$ cat config.mk
export PLATFORM = sky130hd
export DESIGN_NAME = ctrl_decoder
export DESIGN_NICKNAME = d
export VERILOG_FILES = /design/src/rtl/accel_pkg.sv /design/src/rtl/ctrl_packet_checker.sv /design/src/rtl/ctrl_decoder.sv
export SDC_FILE = /design/constraint.sdc
export NUM_CORES = 1
export LEC_CHECK = 0
export ABC_AREA = 1
export CAP_MARGIN = 10
export CORE_AREA = 2 2 50 52
export CTS_CLUSTER_DIAMETER = 200
export DETAILED_ROUTE_END_ITERATION = 12
export DIE_AREA = 0 0 52 54
export PLACE_DENSITY = 0.71
export RECOVER_POWER = 100
export SLEW_MARGIN = 30
export SYNTH_ARGS = -nofsm -noshare
export SYNTH_HDL_FRONTEND = slang
export SYNTH_SLANG_ARGS = --single-unit
$ cat constraint.sdc
create_clock -name clk -period 0.8 [get_ports clk]
set_clock_uncertainty 0.1 [all_clocks]
set_input_delay 0.12 -clock clk [delete_from_list [all_inputs] [get_ports clk]]
set_output_delay 0.12 -clock clk [all_outputs]
set_load 0.05 [all_outputs]
$ cat src/rtl/accel_pkg.sv
// accel_pkg: shared types and sizing constants for the accelerator control path.
package accel_pkg;
  localparam int VECTOR_DEPTH = 16;
  localparam int VECTOR_WIDTH = 16;
  localparam int MATRIX_DEPTH = 16;
  typedef enum logic [2:0] {
    OP_NOP     = 3'd0,
    OP_LOAD    = 3'd1,
    OP_STORE   = 3'd2,
    OP_COMPUTE = 3'd3
  } op_code_e;
  typedef enum logic [2:0] {
    COMP_ADD  = 3'd0,
    COMP_MUL  = 3'd1,
    COMP_TANH = 3'd2,
    COMP_RELU = 3'd3
  } comp_type_e;
  // Raw fields stay plain vectors so reserved encodings are representable.
  typedef struct packed {
    logic       valid;
    logic [2:0] op_code;
    logic [2:0] comp_type;
    logic [3:0] addr;
    logic       parity;
  } ctrl_packet_t;
  typedef struct packed {
    op_code_e   op_code;
    comp_type_e comp_type;
    logic [3:0] addr;
    logic       mem_access;
    logic       writes_output;
  } decoded_ctrl_t;
  function automatic logic parity_ok(ctrl_packet_t pkt);
    return pkt.parity == ^pkt[11:1];
  endfunction
endpackage

$ cat src/rtl/ctrl_packet_checker.sv
// ctrl_packet_checker: combinational error detection and next-value decode of a control packet.
module ctrl_packet_checker
  import accel_pkg::*;
#(
  parameter bit CHECK_PARITY = 1'b1
) (
  input  ctrl_packet_t  pkt,
  output logic          perr,
  output logic          ierr,
  output decoded_ctrl_t dec
);
  logic is_comp;
  always_comb begin
    is_comp = pkt.op_code == OP_COMPUTE;
    perr = CHECK_PARITY && !parity_ok(pkt);
    ierr = pkt.op_code[2] || (is_comp && pkt.comp_type[2]);
    dec.op_code = op_code_e'(pkt.op_code);
    dec.comp_type = is_comp ? comp_type_e'(pkt.comp_type) : COMP_ADD;
    dec.addr = pkt.addr;
    dec.mem_access = pkt.op_code == OP_LOAD || pkt.op_code == OP_STORE;
    dec.writes_output = pkt.op_code == OP_LOAD || is_comp;
  end
endmodule

$ cat src/rtl/ctrl_decoder.sv
// ctrl_decoder: registered decode of raw control packets into a held control record,
// with a one-cycle accept pulse and per-packet error status.
module ctrl_decoder
  import accel_pkg::*;
#(
  parameter bit CHECK_PARITY = 1'b1
) (
  input  logic          clk,
  input  logic          rst_n,
  input  ctrl_packet_t  ctrl_packet,
  output decoded_ctrl_t decoded_ctrl,
  output logic          decode_valid,
  output logic [1:0]    error_status
);
  logic perr, ierr, accept;
  decoded_ctrl_t dec;
  ctrl_packet_checker #(.CHECK_PARITY(CHECK_PARITY)) u_checker (
    .pkt (ctrl_packet),
    .perr(perr),
    .ierr(ierr),
    .dec (dec)
  );
  always_comb accept = ctrl_packet.valid && !perr && !ierr && ctrl_packet.op_code != OP_NOP;
  // decoded_ctrl only moves on an accepted packet; downstream relies on it holding.
  always_ff @(posedge clk or negedge rst_n) begin
    if (!rst_n) begin
      decoded_ctrl <= '0;
      decode_valid <= 1'b0;
      error_status <= 2'b00;
    end else begin
      decode_valid <= accept;
      error_status <= ctrl_packet.valid ? {perr, ierr} : 2'b00;
      if (accept) decoded_ctrl <= dec;
    end
  end
endmodule

==> out/metrics.cfg, run 1 <==
[status]
outcome=finished, violations left
violations=design-rule violations, negative setup slack

[placement]
dp_hpwl_mm=1.72
io_buffer_count=28
gp_congestion=0.809

[job]
drv_cap=0

[setup_path]
r2r_slack_ns=-0.11
crit_start=decoded_ctrl[7]$_DFFE_PN0P_
worst_path_largest_cell_delay_ns=0.45
r2r_end=decoded_ctrl[1]$_DFFE_PN0P_
r2r-start=decoded_ctrl[1]$_DFFE_PN0P_
r2r_cells=3
worstPathArrival_ns=0.89
critPathBufInv=1
crit_chain=buf_12
worst_setup_path_end_kind=output pin
cp-start-kind=register
cp_slowest_cell=dfrtp_2
crit_cells=1
cp_top_family=flip-flops
crit_end=decoded_ctrl[7]
criticalPathCategory=register to output pin
critPathRequiredTime_ns=0.58
path_max_fanout=2

[cells_and_area]
fin_util_pct=80.0
num_antenna_cells=0
mostFrequentLayoutCell=nand2_1
layout_common_cells=nand2_1 (29), nand2_2 (24), buf_4 (23)
nNetsFinal=200
layout-drive-gt1-share_pct=75.7
areaGrowthSynthToFinish_pct=115

[floorplanning]
start_util_pct=37.2
io_pins=29
die_area_um2=2810
core-area_um2=2320
floorplan.rows=18
die_w_um=52
die_y_um=54

[sta]
worst_slew_pin_slew_ns=0.368
rsz0062_at_grt=true
setup_violations=29
finalHoldViolCount=0
timing.fmax_ghz=0.898
slew_viol_final=0
slew_headroom_pct=75.4
hold_slack_ns=0.0177
tns_ns=-7.60
worst_slack_ns=-0.314
final.min_clock_period_ns=1.11
period_share_pct=139

[route]
dr.pass1.iters=8
ant_nets=0
viasPerCell=4.96
vias=1066
route.detailed.drc=2
post_drt_wl_per_cell_um=15.1
wirelength_mm=3.24
first_iter_violations=34

[synth]
yosysWarnings=0
synth_area_um2=862
synth_seq_cells=15
syn_nets=137
synth_cell_types=15
synthCells=123
yosysSeqAreaShare_pct=43.5
synth.avg_cell_area_um2=7.01

[clocking]
cts_max_path_buffers=2
cts_tree=done
clock_sinks=15
clk_latency_ns=0.28
clk_root_buffer_cell=clkbuf_4
h-tree-depth=1
cts.clk_slew.worst_paths_ns=0.09
cts_made_buffers=3

[global_routing]
antenna_found_initial=0
grt_max_degree=16
gr-total-overflow=0
grt_pass1_vias=998
grt_use_total_pct=21.6
grt_first_pass_wirelength_mm=4.43

[power]
p_total_mw=3.61
ir_drop_uv=1430
power_density_nw_per_um2=1940
power.leakage_nw=0.953

[worst_hold_path]
hp-class=input port to register
hold_path_depth=3

metal layers:
metal | global-route usage (%) | share of wire, %
met1 | 26.0 | 39
met2 | 38.6 | 54
met3 | 1.94 | 3.9
met4 | 10.5 | 3.6
met5 | 0 | 0
worst min path at each step:
stage / slack [ns] / start / endpoint
5_1_grt: 0.01 / ctrl_packet[3] / decoded_ctrl[4]$_DFFE_PN0P_
6_report: 0.02 / ctrl_packet[3] / decoded_ctrl[4]$_DFFE_PN0P_
3_5_place_dp: 0.37 / rst_n / decoded_ctrl[0]$_DFFE_PN0P_
3_3_place_gp: 0.37 / rst_n / error_status[1]$_DFF_PN0_
4_1_cts: 0.003 / ctrl_packet[4] / decoded_ctrl[5]$_DFFE_PN0P_
2_1_floorplan: -0.28 / rst_n / decode_valid$_DFF_PN0_
area by class of cell:
class	count	area [um2]
multi-input cells	94	668
repair buffers	57	666
fillers	126	464
flip-flops and latches	15	394
inverters	15	63.8
well taps	30	37.5
clock buffers	4	26.3
cells in the mapped netlist, drive strengths merged:
cell type	instances	area share (%)
buf	1	1.3
xor2	1	1.0
nand3	18	11
nor2	5	2.5
dfrtp	15	44
xnor2	1	1.0
inv	15	6.5
o21ai	1	1.0
nand2	64	30
nor3	2	2.5
report_power, final:
part | internal, mW | switching, mW | leakage, nW | total (mW)
registers | 0.920 | 0.154 | 0.177 | 1.07
clock network | 0.194 | 0.244 | 0.0150 | 0.438
logic | 0.986 | 1.11 | 0.761 | 2.10
total | 2.10 | 1.51 | 0.953 | 3.61
cells by family (layout without fill, tap and decap cells):
family,Yosys count,in the layout,synth area share (%)
buffers and inverters,16,76,7.84
XOR/XNOR,2,2,2.03
AND/OR/NAND/NOR,89,91,45.6
AO/OA/AOI/OAI,1,1,1.02
flip-flops,15,15,43.5
stage by stage:
stage	std cells	cell area [um2]	setup slack (ns)
after CTS	206	1720	-0.301
after global routing	215	1860	-0.351
final	215	1860	-0.314
after detailed placement	192	1440	-1.06
after global placement	192	1440	-0.928
after floorplan	123	883	-0.340
flip-flops by register name, indices dropped and copies added, names as in the netlist:
name	flops
decoded_ctrl	12
error_status	2
decode_valid	1
timing repair:
item,4_1_cts,5_1_grt
hold buffers,0,0
gates cloned,2,0
buffers inserted,8,9
setup endpoints to repair,30,29
hold endpoints to repair,0,0
resized for setup,109,29
pin swaps,21,17
Power figures use the tool's default switching activity.
==> run 2, diff against run 1 <==
TNS_END_PERCENT = 50   (was unset)
==> run 2 against run 1 <==
Effect of this change:
- the run ends with negative hold slack, negative setup slack left
- register-to-register slack got worse by 0.11 ns
- clock-buffer cell count decreased by 1
- non-clock buffer count increased by 4
- setup slack improved by 0.0013 ns
- final cell count increased by 1.9%
- critical endpoint is now decoded_ctrl[10]
- highest routed layer unchanged
==> out/metrics.cfg, run 2 (synthesis gave the netlist of run 1 again) <==
[status]
outcome=finished, violations left  ; unchanged
violations=negative hold slack, negative setup slack  ; was design-rule violations, negative setup slack

[setup_path]
r2r_end=decoded_ctrl[1]$_DFFE_PN0P_  ; unchanged
worst_path_largest_cell_delay_ns=0.44  ; was 0.45 ns
crit_end=decoded_ctrl[10]  ; was decoded_ctrl[7]
crit_chain=buf_12  ; unchanged
worstPathArrival_ns=0.89  ; about the same
worst_setup_path_end_kind=output pin  ; unchanged
cp_slowest_cell=dfrtp_1  ; was dfrtp_2
crit_start=decoded_ctrl[10]$_DFFE_PN0P_  ; was decoded_ctrl[7]$_DFFE_PN0P_
critPathRequiredTime_ns=0.58  ; about the same
cp_top_family=flip-flops  ; unchanged
criticalPathCategory=register to output pin  ; unchanged
cp-start-kind=register  ; unchanged
critPathBufInv=1  ; unchanged
r2r_slack_ns=-0.22  ; was -0.11 ns
path_max_fanout=2  ; unchanged
crit_cells=1  ; unchanged
r2r_cells=4  ; was 3
r2r-start=decoded_ctrl[1]$_DFFE_PN0P_  ; unchanged

[sta]
setup_violations=29  ; unchanged
rsz0062_at_grt=true  ; unchanged
hold_slack_ns=-0.0121  ; was 0.0177 ns
worst_slack_ns=-0.312  ; was -0.314 ns
final.min_clock_period_ns=1.11  ; about the same
worst_slew_pin_slew_ns=0.376  ; was 0.368 ns
slew_headroom_pct=75.0  ; was 75.4%
finalHoldViolCount=1  ; was 0
period_share_pct=139  ; about the same
slew_viol_final=0  ; unchanged
timing.fmax_ghz=0.899  ; was 0.898 GHz

[cells_and_area]
largest_reg_flops=12  ; unchanged
fillers=109  ; was 126
layout_common_cells=nand2_1 (34), buf_4 (25), nand2_2 (17)  ; was nand2_1 (29), nand2_2 (24), buf_4 (23)
layout-drive-gt1-share_pct=64.6  ; was 75.7%
top_regs=decoded_ctrl: 12 flops, error_status: 2 flops, decode_valid: 1 flops  ; unchanged
nNetsFinal=204  ; was 200
fin_util_pct=83.5  ; was 80.0%
mostFrequentLayoutCell=nand2_1  ; unchanged
top_register=decoded_ctrl  ; unchanged
num_antenna_cells=0  ; unchanged
instances_no_fill=219  ; was 215
fin_area_um2=1940  ; was 1860 um2
areaGrowthSynthToFinish_pct=125  ; was 115%

[floorplanning]
io_pins=29  ; unchanged
start_util_pct=37.2  ; unchanged
die_y_um=54  ; unchanged
die_w_um=52  ; unchanged
die_area_um2=2810  ; unchanged
core-area_um2=2320  ; unchanged
floorplan.rows=18  ; unchanged

[placement]
io_buffer_count=28  ; unchanged
dpl_worst_slack_ns=-1.02  ; was -1.06 ns
gp_congestion=0.810  ; was 0.809
dp_hpwl_mm=1.60  ; was 1.72 mm
place_area_um2=1430  ; was 1440 um2
place_inst=193  ; was 192

[power]
power_density_nw_per_um2=1880  ; was 1940 nW/um2
ir_drop_uv=1560  ; was 1430 uV
power.leakage_nw=1.02  ; was 0.953 nW
p_total_mw=3.65  ; was 3.61 mW

[clocking]
cts.clk_slew.worst_paths_ns=0.10  ; was 0.09 ns
hold_buffers=0  ; unchanged
clk_latency_ns=0.28  ; about the same
cts_tree=done  ; unchanged
h-tree-depth=1  ; unchanged
clk_root_buffer_cell=clkbuf_4  ; unchanged
clock_sinks=15  ; unchanged
cts_made_buffers=3  ; unchanged
cts_max_path_buffers=2  ; unchanged

[global_routing]
grt_pass1_vias=1088  ; was 998
grt_use_total_pct=24.1  ; was 21.6%
antenna_found_initial=0  ; unchanged
grt_first_pass_wirelength_mm=4.99  ; was 4.43 mm
gr-total-overflow=0  ; unchanged
grt_max_degree=16  ; unchanged

[route]
dr.pass1.iters=4  ; was 8
first_iter_violations=44  ; was 34
wirelength_mm=4.00  ; was 3.24 mm
ant_nets=0  ; unchanged
vias=1180  ; was 1066
viasPerCell=5.39  ; was 4.96
post_drt_wl_per_cell_um=18.3  ; was 15.1 um
route.detailed.drc=0  ; was 2

[worst_hold_path]
hp-class=input port to register  ; unchanged

[job]
drv_cap=0  ; unchanged

## run 2: worst min path at each step
stage                              start                            to  depth (start not counted)
final                     ctrl_packet[3]   decoded_ctrl[4]$_DFFE_PN0P_                          3
after global routing      ctrl_packet[3]   decoded_ctrl[4]$_DFFE_PN0P_                          3
after CTS                 ctrl_packet[3]   decoded_ctrl[4]$_DFFE_PN0P_                          3
after detailed placement           rst_n  decoded_ctrl[10]$_DFFE_PN0P_                          2
after global placement             rst_n     error_status[1]$_DFF_PN0_                          2
after floorplan                    rst_n        decode_valid$_DFF_PN0_                          0
## run 2: per-layer routing
metal,GRT usage [%],wire (um),vias to the layer above
li1,-,-,516
met1,28.0,1490,564
met2,45.6,2080,75
met3,3.06,288,25
met4,7.46,136,0
met5,0,0,-
## run 2: report_power, final
group          internal [mW]  switching, mW  total (mW)
logic                  0.990           1.16        2.15
registers              0.893          0.156        1.05
clock network          0.186          0.260       0.446
total                   2.07           1.58        3.65
## run 2: final cells by class
type / count / area (um2) / share of cell area (%)
multi-input combinational: 94 / 703 / 36.3
sequential: 15 / 375 / 19.4
clock inverter: 1 / 5.00 / 0.258
inverter: 15 / 76.3 / 3.94
timing repair buffer: 61 / 717 / 37.0
clock buffer: 3 / 22.5 / 1.16
tap: 30 / 37.5 / 1.94
## run 2: what timing repair did
action	CTS	global route
endpoints found under the setup margin	30	29
setup buffers	16	4
gates resized for setup	123	25
cloned	2	0
endpoints found under the hold margin	0	0
pin swaps	33	19
## run 2: per-stage QoR
step / TNS (ns) / hold slack, ns
global placement: -13.18 / 0.368
floorplan: -4.54 / -0.276
CTS: -6.22 / 0.00634
detailed placement: -14.43 / 0.368
global route: -8.30 / 0.0278
finish: -7.50 / -0.0121
## run 2: tightest hold or removal path, stage by stage
cell and delay, ns:
buf_6 0.11, nand3_1 0.07, nand2_1 0.05
